**config.mk**
```make
export PLATFORM = sky130hd
export DESIGN_NAME = overlay_window_ctrl
export DESIGN_NICKNAME = d
export VERILOG_FILES = /design/src/rtl/overlay_window_ctrl.sv
export SDC_FILE = /design/constraint.sdc
export NUM_CORES = 1
export LEC_CHECK = 0
export ABC_CLOCK_PERIOD_IN_PS = 12300
export CORE_MARGIN = 2
export CORE_UTILIZATION = 50
export CTS_CLUSTER_DIAMETER = 80
export DETAILED_ROUTE_END_ITERATION = 8
export PLACE_DENSITY = 0.71
export SLEW_MARGIN = 25
export SYNTH_ARGS = -nofsm -noshare
export SYNTH_HDL_FRONTEND = slang
export SYNTH_SLANG_ARGS = --single-unit
```
**constraint.sdc**
```tcl
create_clock -name clk -period 12.3 [get_ports clk]
set_input_delay 2.46 -clock clk [delete_from_list [all_inputs] [get_ports clk]]
set_output_delay 2.46 -clock clk [all_outputs]
set_load 0.01 [all_outputs]
```
**src/rtl/overlay_window_ctrl.sv**
```systemverilog
// Pixel-position sequencer for the video overlay stage: tracks (x,y), decodes the MOG
// window and box outline per pixel, and applies shadowed configuration only at sof.
module overlay_window_ctrl #(
  parameter int H_ACTIVE = 640,
  parameter int V_ACTIVE = 480,
  parameter int CW       = 11,
  parameter int BORDER   = 2
) (
  input  logic          clk,
  input  logic          rst,
  input  logic          pix_valid,
  input  logic          sof,
  input  logic          eol,
  input  logic          cfg_valid,
  output logic          cfg_ready,
  input  logic [3:0]    cfg_output_source,
  input  logic          cfg_mog_en,
  input  logic [CW-1:0] cfg_mog_x0,
  input  logic [CW-1:0] cfg_mog_x1,
  input  logic [CW-1:0] cfg_mog_y0,
  input  logic [CW-1:0] cfg_mog_y1,
  input  logic          cfg_box_en,
  input  logic [CW-1:0] cfg_box_x0,
  input  logic [CW-1:0] cfg_box_x1,
  input  logic [CW-1:0] cfg_box_y0,
  input  logic [CW-1:0] cfg_box_y1,
  output logic [3:0]    output_source,
  output logic          mog_window_enable,
  output logic          video_overlay_window_enable,
  output logic          vovrlay_is_fg,
  output logic          frame_done,
  output logic          line_err
);

  typedef enum logic [1:0] {
    ST_IDLE   = 2'd0,
    ST_ACTIVE = 2'd1,
    ST_VBLANK = 2'd2
  } state_t;

  typedef struct packed {
    logic          en;
    logic [CW-1:0] x0;
    logic [CW-1:0] x1;
    logic [CW-1:0] y0;
    logic [CW-1:0] y1;
  } win_t;

  localparam logic [CW-1:0] ZERO_C   = {CW{1'b0}};
  localparam logic [CW-1:0] ONE_C    = {{(CW-1){1'b0}}, 1'b1};
  localparam logic [CW-1:0] LAST_X   = CW'(H_ACTIVE - 1);
  localparam logic [CW-1:0] LAST_Y   = CW'(V_ACTIVE - 1);
  localparam logic [CW:0]   BORDER_W = (CW+1)'(BORDER);
  localparam win_t          WIN_ZERO = win_t'({(4*CW+1){1'b0}});

  // Inclusive rectangle hit; one extra bit keeps every comparison free of wrap.
  function automatic logic in_win(input win_t w, input logic [CW-1:0] x, input logic [CW-1:0] y);
    logic [CW:0] xe;
    logic [CW:0] ye;
    xe = {1'b0, x};
    ye = {1'b0, y};
    return w.en && ({1'b0, w.x0} <= xe) && (xe <= {1'b0, w.x1}) &&
           ({1'b0, w.y0} <= ye) && (ye <= {1'b0, w.y1});
  endfunction

  function automatic logic on_outline(input win_t w, input logic [CW-1:0] x, input logic [CW-1:0] y);
    logic [CW:0] xe;
    logic [CW:0] ye;
    xe = {1'b0, x};
    ye = {1'b0, y};
    return (xe < ({1'b0, w.x0} + BORDER_W)) || ((xe + BORDER_W) > {1'b0, w.x1}) ||
           (ye < ({1'b0, w.y0} + BORDER_W)) || ((ye + BORDER_W) > {1'b0, w.y1});
  endfunction

  state_t        state_r;
  logic [CW-1:0] x_r;
  logic [CW-1:0] y_r;
  logic          pend_r;
  logic [3:0]    pend_src_r;
  win_t          pend_mog_r;
  win_t          pend_box_r;
  logic [3:0]    act_src_r;
  win_t          act_mog_r;
  win_t          act_box_r;
  logic          mog_r;
  logic          vov_r;
  logic          fg_r;
  logic          fd_r;
  logic          err_r;

  state_t        state_n_s;
  logic [CW-1:0] x_n_s;
  logic [CW-1:0] y_n_s;
  logic          fd_n_s;
  logic          err_set_s;
  logic          pix_sof_s;
  logic          xfer_s;
  logic          in_frame_s;
  logic [CW-1:0] cur_x_s;
  logic [CW-1:0] cur_y_s;
  win_t          cur_mog_s;
  win_t          cur_box_s;
  win_t          cfg_mog_s;
  win_t          cfg_box_s;
  logic          mog_hit_s;
  logic          box_hit_s;
  logic          fg_hit_s;

  assign cfg_mog_s = {cfg_mog_en, cfg_mog_x0, cfg_mog_x1, cfg_mog_y0, cfg_mog_y1};
  assign cfg_box_s = {cfg_box_en, cfg_box_x0, cfg_box_x1, cfg_box_y0, cfg_box_y1};

  // Current pixel view: sof forces (0,0) and sees the config it is about to load.
  always_comb begin
    pix_sof_s  = pix_valid && sof;
    xfer_s     = cfg_valid && !pend_r;
    in_frame_s = pix_valid && (pix_sof_s || (state_r == ST_ACTIVE));
    if (pix_sof_s) begin
      cur_x_s = ZERO_C;
      cur_y_s = ZERO_C;
    end else begin
      cur_x_s = x_r;
      cur_y_s = y_r;
    end
    if (pix_sof_s && pend_r) begin
      cur_mog_s = pend_mog_r;
      cur_box_s = pend_box_r;
    end else begin
      cur_mog_s = act_mog_r;
      cur_box_s = act_box_r;
    end
    mog_hit_s = in_frame_s && in_win(cur_mog_s, cur_x_s, cur_y_s);
    box_hit_s = in_frame_s && in_win(cur_box_s, cur_x_s, cur_y_s);
    fg_hit_s  = box_hit_s && on_outline(cur_box_s, cur_x_s, cur_y_s);
  end

  // Next-state and position counter logic.
  always_comb begin
    state_n_s = state_r;
    x_n_s     = x_r;
    y_n_s     = y_r;
    fd_n_s    = 1'b0;
    err_set_s = 1'b0;
    case (state_r)
      ST_IDLE: begin
        if (pix_sof_s) begin
          state_n_s = ST_ACTIVE;
        end else begin
          state_n_s = ST_IDLE;
        end
      end
      ST_ACTIVE: begin
        state_n_s = ST_ACTIVE;
        if (pix_sof_s && ((x_r != ZERO_C) || (y_r != ZERO_C))) begin
          err_set_s = 1'b1;
        end else begin
          err_set_s = 1'b0;
        end
      end
      ST_VBLANK: begin
        if (pix_sof_s) begin
          state_n_s = ST_ACTIVE;
        end else begin
          state_n_s = ST_VBLANK;
        end
      end
      default: begin
        state_n_s = ST_IDLE;
      end
    endcase
    if (in_frame_s) begin
      if (eol) begin
        x_n_s = ZERO_C;
        if (cur_y_s == LAST_Y) begin
          y_n_s     = ZERO_C;
          fd_n_s    = 1'b1;
          state_n_s = ST_VBLANK;
        end else begin
          y_n_s = cur_y_s + ONE_C;
        end
      end else if (cur_x_s == LAST_X) begin
        // missing eol: pin x at the last column and flag the line
        x_n_s     = LAST_X;
        y_n_s     = cur_y_s;
        err_set_s = 1'b1;
      end else begin
        x_n_s = cur_x_s + ONE_C;
        y_n_s = cur_y_s;
      end
    end else begin
      x_n_s = x_r;
      y_n_s = y_r;
    end
  end

  // State, counters, config shadow and registered per-pixel outputs.
  always_ff @(posedge clk) begin
    if (!rst) begin
      state_r    <= ST_IDLE;
      x_r        <= ZERO_C;
      y_r        <= ZERO_C;
      pend_r     <= 1'b0;
      pend_src_r <= 4'd0;
      pend_mog_r <= WIN_ZERO;
      pend_box_r <= WIN_ZERO;
      act_src_r  <= 4'd0;
      act_mog_r  <= WIN_ZERO;
      act_box_r  <= WIN_ZERO;
      mog_r      <= 1'b0;
      vov_r      <= 1'b0;
      fg_r       <= 1'b0;
      fd_r       <= 1'b0;
      err_r      <= 1'b0;
    end else begin
      state_r <= state_n_s;
      x_r     <= x_n_s;
      y_r     <= y_n_s;
      fd_r    <= fd_n_s;
      err_r   <= err_r | err_set_s;
      // a transfer coinciding with sof lands in the shadow and waits for the next frame
      if (xfer_s) begin
        pend_r     <= 1'b1;
        pend_src_r <= cfg_output_source;
        pend_mog_r <= cfg_mog_s;
        pend_box_r <= cfg_box_s;
      end else if (pix_sof_s) begin
        pend_r <= 1'b0;
      end
      if (pix_sof_s && pend_r) begin
        act_src_r <= pend_src_r;
        act_mog_r <= pend_mog_r;
        act_box_r <= pend_box_r;
      end
      if (pix_valid) begin
        mog_r <= mog_hit_s;
        vov_r <= box_hit_s;
        fg_r  <= fg_hit_s;
      end
    end
  end

  assign cfg_ready                   = ~pend_r;
  assign output_source               = act_src_r;
  assign mog_window_enable           = mog_r;
  assign video_overlay_window_enable = vov_r;
  assign vovrlay_is_fg               = fg_r;
  assign frame_done                  = fd_r;
  assign line_err                    = err_r;

endmodule

```
==> impl_metrics.toml <==
[outcome]
status = "completed"

[detailed_routing]
drt_pass1_iterations = 6
drtIter0Drc = 820
vias = 10715
wl_per_cell_um = 16.96
drt-vias-per-instance = 5.598
postRouteAntennaNets = 0
drt-total-wl_um = 32460
drc = 0

[yosys]
synth_ff_type = "dfxtp_1"
ys_types = 59
yosysWarnings = 0
syn-num-nets = 1743
synthArstFlopShare_pct = 0
yosysSeqAreaShare_pct = 36.45
synthCells = 1517
synth-seq-cells = 218
synth_edf_count = 0
syn_area_um2 = 11970
synth_area_per_cell_um2 = 7.893

[floorplanning]
boundaryPins = 110
initial_core_util_pct = 51.01
design.core.area_um2 = 23470
rows = 56
die-width_um = 158.8
dieHeight_um = 158.8
dieArea_um2 = 25200

[pwr]
p_leak_nw = 6.199
p_comb_share_pct = 10.2
clkPwrFrac_pct = 44.7
power_mw = 1.650
internal-power_mw = 1.250
switchingPower_mw = 0.3999
p_per_area_nw_per_um2 = 117.4
seq_power_share_pct = 45.2
power_switching_share_pct = 24.24
ir_drop_uv = 106.6

[worst_setup_path]
required_ns = 12.74
cp-startpoint = "pix_valid"
cp_top_family = "simple AND/OR/NAND/NOR gates"
cp_num_buf_inv = 2
path_max_fanout = 62
rr_startpoint = "pend_r$_SDFFE_PN0P_"
crit_path_end = "vovrlay_is_fg$_SDFFE_PN0P_"
rrSetupSlack_ns = 7.86
reg2regPathDepth = 13
worstSetupEndpointType = "flip-flop"
crit_type = "primary input to flip-flop"
crit_top_cell = "nor3_1"
cp_slowest_stage_delay_ns = 0.73
cp_data_arrival_time_ns = 6.79
crit_path_top_delay_cell = "buf_4"
crit_chain = "clkdlybuf4s50_1 > nand3_4 > buf_4 > mux2i_1 > nor3_1 > nand2_1 > or2_1 > nor2_1 > xnor2_1 > ha_1 > a2111o_1 > o21ai_0 > nor3_1 > o31ai_2"
r2r-end = "vovrlay_is_fg$_SDFFE_PN0P_"
path_depth = 14
critPathLaunchType = "primary input"

[global_route]
grt_pass1_wl_um = 52450
antenna_found_initial = 0
grt_max_degree = 121
gr-total-overflow = 0
grt_pass1_vias = 10141
track_usage_pct = 25.22

[sta]
post-route-period-util_pct = 51.66
layout_setup_ws_ns = 5.946
drv_slew = 0
hold_viol = 0
rsz0062_at_grt = "no"
worstMarginPinSlew_ns = 1.014
setup_viol = 0
clock.fmax_mhz = 157.4
setup_tns_ns = 0
slew_headroom_pct = 32.43
clock_skew_ns = 0.01046
min_period_ns = 6.354

[place]
place.gp.congestion = 0.9324
port_buffers = 109
hpwl_um = 23280
pre_cts_ws_ns = 5.400

[finish]
final_common_cell = "nand2_1"
n_antenna_cell = 0
nets = 1805
syn2layout_area_growth_pct = 17.37
most-common-layout-cells = "nand2_1, dfxtp_1, a21oi_1, nor2_1, ha_1"
drive_gt1_share_pct = 3.824

[clock_network]
post_cts_buffers = 0
cts_sinks = 218
htree_num_levels = 1
post_cts_resized = 0
tritoncts = "done"
clkTransAtPathRegs_ns = 0.06
postCtsHoldBufs = 0
clockBufferDepth = 3
cts-root-buf = "clkbuf_16"
cts_buffers = 24
clock_latency_ns = 0.52

[hold_path]
min-delay-path-class = "flip-flop to flip-flop"

[run]
maxCapViolCount = 0
-- Yosys cell counts, drive strengths merged (3+ instances only) --
cell type | number | area share, %
xor2 | 7 | 0.51
a21oi | 183 | 7.6
mux2i | 68 | 5.7
ha | 126 | 13
a211oi | 12 | 0.75
a41oi | 3 | 0.22
nand2 | 335 | 11
buf | 24 | 1.1
o21ai | 49 | 2.0
and4 | 3 | 0.22
o21a | 11 | 0.69
o2111ai | 7 | 0.51
and2 | 7 | 0.37
nor3 | 25 | 1.0
a21boi | 4 | 0.25
a311oi | 3 | 0.22
a21o | 11 | 0.69
dfxtp | 218 | 36
nor2 | 133 | 4.2
nand3 | 37 | 1.5
nand4 | 26 | 1.4
o22ai | 4 | 0.21
inv | 51 | 1.6
a31oi | 7 | 0.37
clkbuf | 58 | 1.8
or3 | 4 | 0.21
nor2b | 12 | 0.63
a22oi | 4 | 0.25
nand2b | 4 | 0.21
o211ai | 8 | 0.50
and3 | 9 | 0.47
xnor2 | 28 | 2.0
a2111oi | 4 | 0.29
nor4 | 11 | 0.68
-- worst min path at each step --
| stage | from | cells after the start | slack [ns] | endpoint |
|---|---|---|---|---|
| after floorplan | pend_src_r[0]$_SDFFE_PN0P_ | 2 | 0.43 | output_source[0]$_SDFFE_PN0N_ |
| after global placement | pend_src_r[2]$_SDFFE_PN0P_ | 2 | 0.44 | output_source[2]$_SDFFE_PN0N_ |
| after detailed placement | pend_src_r[0]$_SDFFE_PN0P_ | 2 | 0.45 | output_source[0]$_SDFFE_PN0N_ |
| after CTS | pend_box_r[35]$_SDFFE_PN0P_ | 2 | 0.45 | pend_box_r[35]$_SDFFE_PN0P_ |
| after global routing | pend_src_r[0]$_SDFFE_PN0P_ | 2 | 0.46 | output_source[0]$_SDFFE_PN0N_ |
| final | pend_box_r[27]$_SDFFE_PN0P_ | 2 | 0.46 | pend_box_r[27]$_SDFFE_PN0P_ |
-- registers in the layout (all words and copies together), names as in the netlist, 2 cells and up --
register and flops:
x_r 11, pend_box_r 45, output_source 4, pend_src_r 4, act_mog_r 45, y_r 11, state_r 2, act_box_r 45
pend_mog_r 45
-- per-layer routing --
metal,GRT usage (%),routed length (um),vias to the layer above
met5,0,0,-
met2,43.75,15380,276
met1,32.07,14120,4976
met4,9.174,1332,0
li1,-,-,5385
met3,3.239,1631,78
-- worst register-to-register path, delay by kind of cell, from the launching register on --
| family | cells | cell delay (ns) |
|---|---|---|
| and+or+nand+nor | 6 | 1.57 |
| AOI/OAI and AO/OA | 3 | 0.78 |
| DFF | 1 | 0.77 |
| buffers and inverters | 1 | 0.56 |
| muxes | 1 | 0.30 |
| adders and majority gates | 1 | 0.26 |
| xor gates and xnor gates | 1 | 0.13 |
-- layout make-up --
cell class / instances / area [um^2]
clock buffer: 33 / 715.7
clock inverter: 9 / 108.9
fill: 2132 / 9419
inverter: 51 / 196.4
multi-input combinational: 1166 / 7111
sequential: 218 / 4364
tap: 319 / 399.1
timing repair buffer: 118 / 1159
-- logic make-up after synthesis --
| group | after synthesis | synth area share, % |
|---|---|---|
| multiplexers | 68 | 5.684 |
| AND/OR/NAND/NOR | 613 | 21.88 |
| AO/OA/AOI/OAI | 323 | 15.67 |
| buffers and inverters | 133 | 4.504 |
| XOR/XNOR | 35 | 2.560 |
| flip-flops | 218 | 36.45 |
| adder cells (fa/ha/maj) | 127 | 13.25 |
-- power groups by stage --
stage,Combinational [mW],Clock [mW],Sequential [mW]
4_1_cts,0.167,0.751,0.745
6_report,0.168,0.737,0.745
3_3_place_gp,0.164,0,0.760
2_1_floorplan,0.106,0,0.753
5_1_grt,0.186,0.778,0.747
3_5_place_dp,0.166,0,0.760
-- metrics by stage --
stage          utilization (%)  instance area, um^2  instances  hold WS, ns
3_3_place_gp             56.32                13220       1872       0.4394
3_5_place_dp             56.32                13220       1872       0.4458
2_1_floorplan                -                11970       1517       0.4321
6_report                 59.87                14050       1914       0.4554
4_1_cts                  59.83                14040       1914       0.4545
5_1_grt                  59.87                14050       1914       0.4634
Note: power is estimated with default switching activity, not from simulation.
